[config.mk]
export PLATFORM = sky130hd
export DESIGN_NAME = dot_product_mem_pipeline
export DESIGN_NICKNAME = d
export VERILOG_FILES = /design/src/rtl/dot_product_mem_pipeline.sv
export SDC_FILE = /design/constraint.sdc
export NUM_CORES = 2
export LEC_CHECK = 0
export CAP_MARGIN = 20
export CORE_ASPECT_RATIO = 0.5
export CORE_MARGIN = 1.5
export CORE_UTILIZATION = 64
export CTS_CLUSTER_SIZE = 20
export DETAILED_ROUTE_END_ITERATION = 8
export PLACE_DENSITY = 0.91
export SKIP_CTS_REPAIR_TIMING = 1
export SYNTH_ARGS = -nofsm -noshare
export SYNTH_HDL_FRONTEND = slang
export SYNTH_SLANG_ARGS = --single-unit
[constraint.sdc]
create_clock -name clk -period 7.3 [get_ports clk]
set_input_delay 0.73 -clock clk [delete_from_list [all_inputs] [get_ports clk]]
set_output_delay 0.73 -clock clk [all_outputs]
set_load 0.05 [all_outputs]
[src/rtl/dot_product_mem_pipeline.sv]
// Dot-product engine: host loads vector words into mem1/mem2, an FSM streams every
// address pair through a 4-lane multiply-accumulate and a result FIFO into mem3.
module dot_product_mem_pipeline #(
  parameter int DATA_WIDTH           = 32,
  parameter int VECTOR_WIDTH         = 4,
  parameter int VECTOR_ELEMENT_WIDTH = 8,
  parameter int ADDR_WIDTH           = 5,
  parameter int MEM_SIZE             = 32,
  parameter int RESULT_WIDTH         = 16,
  parameter int FIFO_DEPTH           = 8
) (
  input  logic                  clk,
  input  logic                  rst_n,
  input  logic                  start_processing,
  input  logic                  mem1_write_en,
  input  logic [ADDR_WIDTH-1:0] mem1_write_address,
  input  logic [DATA_WIDTH-1:0] mem1_data_in,
  input  logic                  mem2_write_en,
  input  logic [ADDR_WIDTH-1:0] mem2_write_address,
  input  logic [DATA_WIDTH-1:0] mem2_data_in,
  input  logic                  mem3_read_en,
  input  logic [ADDR_WIDTH-1:0] mem3_read_address,
  output logic [DATA_WIDTH-1:0] mem3_data_out,
  output logic                  fsm_ready
);

  localparam int VEW     = VECTOR_ELEMENT_WIDTH;
  localparam int CNT_W   = ADDR_WIDTH + 1;
  localparam int FIFO_AW = $clog2(FIFO_DEPTH);
  localparam int OCC_W   = FIFO_AW + 2;

  typedef enum logic [1:0] {
    IDLE  = 2'd0,
    READ  = 2'd1,
    DRAIN = 2'd2,
    DONE  = 2'd3
  } state_t;

  state_t                  state_r;
  logic                    fsm_ready_r;
  logic [DATA_WIDTH-1:0]   mem1_r [MEM_SIZE];
  logic [DATA_WIDTH-1:0]   mem2_r [MEM_SIZE];
  logic [DATA_WIDTH-1:0]   mem3_r [MEM_SIZE];
  logic [DATA_WIDTH-1:0]   mem3_data_out_r;
  logic [ADDR_WIDTH-1:0]   rd_addr_r;
  logic [ADDR_WIDTH-1:0]   wr_addr_r;
  logic [CNT_W-1:0]        wr_count_r;
  logic                    rd_valid_r;
  logic                    res_valid_r;
  logic [DATA_WIDTH-1:0]   rd_a_r;
  logic [DATA_WIDTH-1:0]   rd_b_r;
  logic [RESULT_WIDTH-1:0] result_r;
  logic [RESULT_WIDTH-1:0] fifo_r [FIFO_DEPTH];
  logic [FIFO_AW-1:0]      fifo_wp_r;
  logic [FIFO_AW-1:0]      fifo_rp_r;
  logic [FIFO_AW:0]        fifo_count_r;
  logic [OCC_W-1:0]        occupancy_s;
  logic                    issue_s;
  logic                    pop_s;
  logic                    pass_start_s;

  // Unsigned dot product of packed elements, element 0 in the most significant lane.
  function automatic logic [RESULT_WIDTH-1:0] dot_f(input logic [DATA_WIDTH-1:0] a,
                                                    input logic [DATA_WIDTH-1:0] b);
    logic [RESULT_WIDTH-1:0] acc;
    logic [2*VEW-1:0]        ea;
    logic [2*VEW-1:0]        eb;
    logic [2*VEW-1:0]        prod;
    acc = '0;
    for (int k = 0; k < VECTOR_WIDTH; k++) begin
      ea   = {{VEW{1'b0}}, a[(VECTOR_WIDTH-1-k)*VEW +: VEW]};
      eb   = {{VEW{1'b0}}, b[(VECTOR_WIDTH-1-k)*VEW +: VEW]};
      prod = ea * eb;
      acc  = acc + RESULT_WIDTH'(prod);
    end
    return acc;
  endfunction

  // Issue gating: results already queued plus reads in flight must leave FIFO room.
  always_comb begin
    occupancy_s  = OCC_W'(fifo_count_r) + OCC_W'(rd_valid_r) + OCC_W'(res_valid_r);
    pop_s        = (fifo_count_r != '0);
    pass_start_s = (state_r == IDLE) && start_processing;
    if ((state_r == READ) && (occupancy_s < OCC_W'(FIFO_DEPTH))) begin
      issue_s = 1'b1;
    end else begin
      issue_s = 1'b0;
    end
  end

  // Host-side loading of the two source memories, only while idle.
  always_ff @(posedge clk) begin
    if (!rst_n) begin
      for (int i = 0; i < MEM_SIZE; i++) begin
        mem1_r[i] <= '0;
        mem2_r[i] <= '0;
      end
    end else begin
      if (mem1_write_en && fsm_ready_r) mem1_r[mem1_write_address] <= mem1_data_in;
      if (mem2_write_en && fsm_ready_r) mem2_r[mem2_write_address] <= mem2_data_in;
    end
  end

  // Control FSM plus the read and multiply-accumulate pipeline stages.
  always_ff @(posedge clk) begin
    if (!rst_n) begin
      state_r     <= IDLE;
      fsm_ready_r <= 1'b1;
      rd_addr_r   <= '0;
      rd_valid_r  <= 1'b0;
      res_valid_r <= 1'b0;
      rd_a_r      <= '0;
      rd_b_r      <= '0;
      result_r    <= '0;
    end else begin
      rd_valid_r  <= issue_s;
      res_valid_r <= rd_valid_r;
      if (issue_s) begin
        rd_a_r    <= mem1_r[rd_addr_r];
        rd_b_r    <= mem2_r[rd_addr_r];
        rd_addr_r <= rd_addr_r + ADDR_WIDTH'(1);
      end
      if (rd_valid_r) result_r <= dot_f(rd_a_r, rd_b_r);
      case (state_r)
        IDLE: begin
          if (start_processing) begin
            state_r     <= READ;
            fsm_ready_r <= 1'b0;
            rd_addr_r   <= '0;
          end
        end
        READ: begin
          if (issue_s && (rd_addr_r == ADDR_WIDTH'(MEM_SIZE - 1))) state_r <= DRAIN;
        end
        DRAIN: begin
          if (wr_count_r == CNT_W'(MEM_SIZE)) state_r <= DONE;
        end
        DONE: begin
          if (!start_processing) begin
            state_r     <= IDLE;
            fsm_ready_r <= 1'b1;
          end
        end
        default: begin
          state_r     <= IDLE;
          fsm_ready_r <= 1'b1;
        end
      endcase
    end
  end

  // Result FIFO, writer into mem3 (one slot ahead of the source address), host readback.
  always_ff @(posedge clk) begin
    if (!rst_n) begin
      for (int i = 0; i < MEM_SIZE; i++) mem3_r[i] <= '0;
      for (int i = 0; i < FIFO_DEPTH; i++) fifo_r[i] <= '0;
      fifo_wp_r       <= '0;
      fifo_rp_r       <= '0;
      fifo_count_r    <= '0;
      wr_addr_r       <= '0;
      wr_count_r      <= '0;
      mem3_data_out_r <= '0;
    end else begin
      if (mem3_read_en) mem3_data_out_r <= mem3_r[mem3_read_address];
      if (res_valid_r) begin
        fifo_r[fifo_wp_r] <= result_r;
        fifo_wp_r         <= fifo_wp_r + FIFO_AW'(1);
      end
      if (pop_s) begin
        mem3_r[wr_addr_r] <= DATA_WIDTH'(fifo_r[fifo_rp_r]);
        fifo_rp_r         <= fifo_rp_r + FIFO_AW'(1);
        wr_addr_r         <= wr_addr_r + ADDR_WIDTH'(1);
        wr_count_r        <= wr_count_r + CNT_W'(1);
      end
      fifo_count_r <= fifo_count_r + (FIFO_AW+1)'(res_valid_r) - (FIFO_AW+1)'(pop_s);
      if (pass_start_s) begin
        wr_addr_r  <= ADDR_WIDTH'(1);
        wr_count_r <= '0;
      end
    end
  end

  assign mem3_data_out = mem3_data_out_r;
  assign fsm_ready     = fsm_ready_r;

endmodule

==> impl_metrics.toml <==
[outcome]
outcome = "finished clean"

[logic_synthesis]
yosys.area_share.xor_xnor_pct = 0.223
synth_fa_ha_area_share_pct = 4.58
ys_seq_area_share_pct = 62.3
yosys.area_share.simple_pct = 13.6
syn_area_per_cell_um2 = 15.2
yosys_warnings = 0
synthMuxAreaShare_pct = 14.9
synth.cell_area_um2 = 134000
synth.distinct_cells = 49
ys_ff_latch = 2818
synth_edf_count = 2688
syn_inst = 8764
synth_compound_gate_area_share_pct = 1.12
synth_top_family_by_area = "multiplexers"
synth_ff_type = "edfxtp_1"
synthArstFlopShare_pct = 0

[placed_design]
place.port_buffers = 101
place_area_um2 = 138000
gp_congestion = 0.879
hpwl_mm = 206

[worst_setup_path]
reg2reg_depth = 17
crit_path_start_kind = "flop"
arrival_ns = 7.30
cp_slowest_cell = "fa_1"
reg2reg_from = "rd_a_r[5]"
worst_setup_path_end_kind = "flop"
path_class = "flop to flop"
path_buf_inv = 1
worst-path-max-fanout = 9
required_ns = 8.01
crit_chain = "nand2_1 > fa_1 > fa_1 > fa_1 > inv_1 > fa_1 > fa_1 > fa_1 > fa_1 > fa_1 > ha_1 > nor2b_1 > o31ai_1 > a211oi_1 > o221ai_1 > xnor2_1 > a21oi_1"
max_stage_delay_ns = 0.57
cp_top_family = "adder cells"
path_common_cell = "fa_1"
r2r-end = "result_r[15]"
rrSetupSlack_ns = 0.71

[cells_and_area]
layout_commonest_cell = "edfxtp_1"
layout_common_cells = "edfxtp_1, and2_1, mux4_2"
drive_above_1_share_pct = 17.3
areaGrowthSynthToFinish_pct = 9.17
final_core_util_pct = 70.4
fin_nets = 9023
fin_area_um2 = 146000

[global_route]
grt_usage_pct = 34.7
grt_max_degree = 140
overflow = 0
grt_pass1_wl_mm = 535
antenna_found_initial = 36
grt_pass1_vias = 81200

[timing]
final-setup-viol-count = 0
drv_slew = 0
worst_clock_skew_ns = 0.0963
fin_crit_sh_pct = 90.2
rsz0062_at_grt = "false"
hold_viol_final = 0
fmax_mhz = 152
finalSetupTns_ns = 0
slew-limit-headroom_pct = 19.8
max_slew.worst_pin.slew_ns = 1.20
finalCriticalPeriod_ns = 6.59

[hold_path]
min-delay-start = "state_r[1]"
hold_path_depth = 2
hp-class = "flop to flop"
worstHoldEndpoint = "state_r[1]"

[routing]
dr.pass1.iters = 9
remaining_drc_errors = 0
wl_per_cell_um = 32.4
antenna_left = 0
routed_wl_mm = 374
drt-initial-drc-count = 13700
num_vias = 79300
vias_per_cell = 6.87

[floorplan]
chipHeight_um = 326
die_w_um = 649
rows = 118
die-area_um2 = 212000
design.core.area_um2 = 207000
start_util_pct = 64.5
ios = 118

[clock_tree]
cts_tree = "yes"
cts_root_buffer = "clkbuf_16"
cts_buffers = 231
clkLatencyLatePin_ns = 0.97
cts.sinks = 2818
h-tree-depth = 4
cts_buffer_depth = 4
clk_pin_slew_worst_paths_ns = 0.07

[power]
leakage_nw = 52.6
vdd.ir_drop.worst_v = 0.000232
total_power_mw = 38.6
powerDensity_nw_per_um2 = 264

[flow_run]
cap_violations = 0
## stage by stage
stage | worst slack, ns | hold slack, ns | std cells
floorplan | 1.32 | 0.458 | 8779
global placement | 0.996 | 0.468 | 11100
detailed placement | 0.827 | 0.496 | 11100
CTS | 0.784 | 0.418 | 11500
global route | 0.403 | 0.481 | 11500
finish | 0.712 | 0.505 | 11500
## how the worst max path moves through the flow
stage	end	cells after the start	from	slack (ns)
after floorplan	result_r[15]	20	rd_a_r[29]	1.32
after global placement	result_r[15]	17	rd_a_r[5]	1.0
after detailed placement	result_r[15]	17	rd_a_r[5]	0.83
after CTS	result_r[15]	17	rd_a_r[5]	0.78
after global routing	result_r[15]	17	rd_a_r[5]	0.40
final	result_r[15]	17	rd_a_r[5]	0.71
## power breakdown
group / switching, mW / internal [mW]
combinational: 4.09 / 2.75
sequential: 0.723 / 18.5
clock: 5.96 / 6.56
## flip-flops by register name, summed over array words and instances (netlist names), named ones only
register / count
fifo_count_r: 4
state_r: 2
mem2_r: 1024
fifo_rp_r: 3
fifo_wp_r: 3
rd_addr_r: 5
rd_valid_r: 1
fsm_ready: 1
result_r: 16
mem3_data_out: 16
mem3_r: 512
rd_b_r: 32
fifo_r: 128
wr_count_r: 6
wr_addr_r: 5
res_valid_r: 1
rd_a_r: 32
mem1_r: 1024
## routing by layer
layer / GRT usage (%) / part of all wire, %
met1: 44.4 / 31
met2: 55.1 / 47
met3: 9.04 / 15
met4: 19.1 / 6.5
met5: 0 / 0.044
## area by class of cell
class	count	area, um^2
clock buffers	294	6120
clock inverters	114	1050
flip-flops and latches	2818	83300
repair buffers	339	3540
diodes	24	60.1
well taps	2760	3450
fillers	11700	61400
inverters	300	1130
multi-input cells	4890	47200
## synthesized netlist by cell type, drive strengths merged, types with 3 or more instances
cell type | instances | area (um^2)
a21boi | 3 | 22.5
a21o | 5 | 37.5
a21oi | 97 | 485
and2 | 2345 | 14700
and3 | 7 | 43.8
buf | 121 | 704
clkbuf | 650 | 2440
dfxtp | 130 | 2600
edfxtp | 2688 | 80700
fa | 219 | 4380
ha | 139 | 1740
inv | 300 | 1130
mux2i | 154 | 1540
mux4 | 816 | 18400
nand2 | 194 | 728
nand2b | 7 | 43.8
nand3 | 8 | 40.0
nand3b | 14 | 105
nand4 | 8 | 50.1
nor2 | 609 | 2290
nor2b | 12 | 75.1
nor3 | 7 | 35.0
nor3b | 3 | 22.5
o211ai | 3 | 22.5
o21a | 5 | 37.5
o21ai | 161 | 806
or3 | 5 | 31.3
or3b | 5 | 43.8
xnor2 | 21 | 184
xor2 | 13 | 114
## cell families after synthesis
| family | Yosys count |
|---|---|
| compound gates | 284 |
| other cells | 1 |
| xor+xnor | 34 |
| mux | 970 |
| flops | 2818 |
| simple gates | 3228 |
| fa+ha+maj | 358 |
| buf+inv | 1071 |
## worst min-delay path: cells and delay by family, from the launching register on
| family | cells | cell delay, ns |
|---|---|---|
| flip-flops | 1 | 0.34 |
| multiplexers | 1 | 0.06 |
| AND/OR/NAND/NOR | 1 | 0.06 |
No activity file was read; power rests on OpenSTA's default activity.
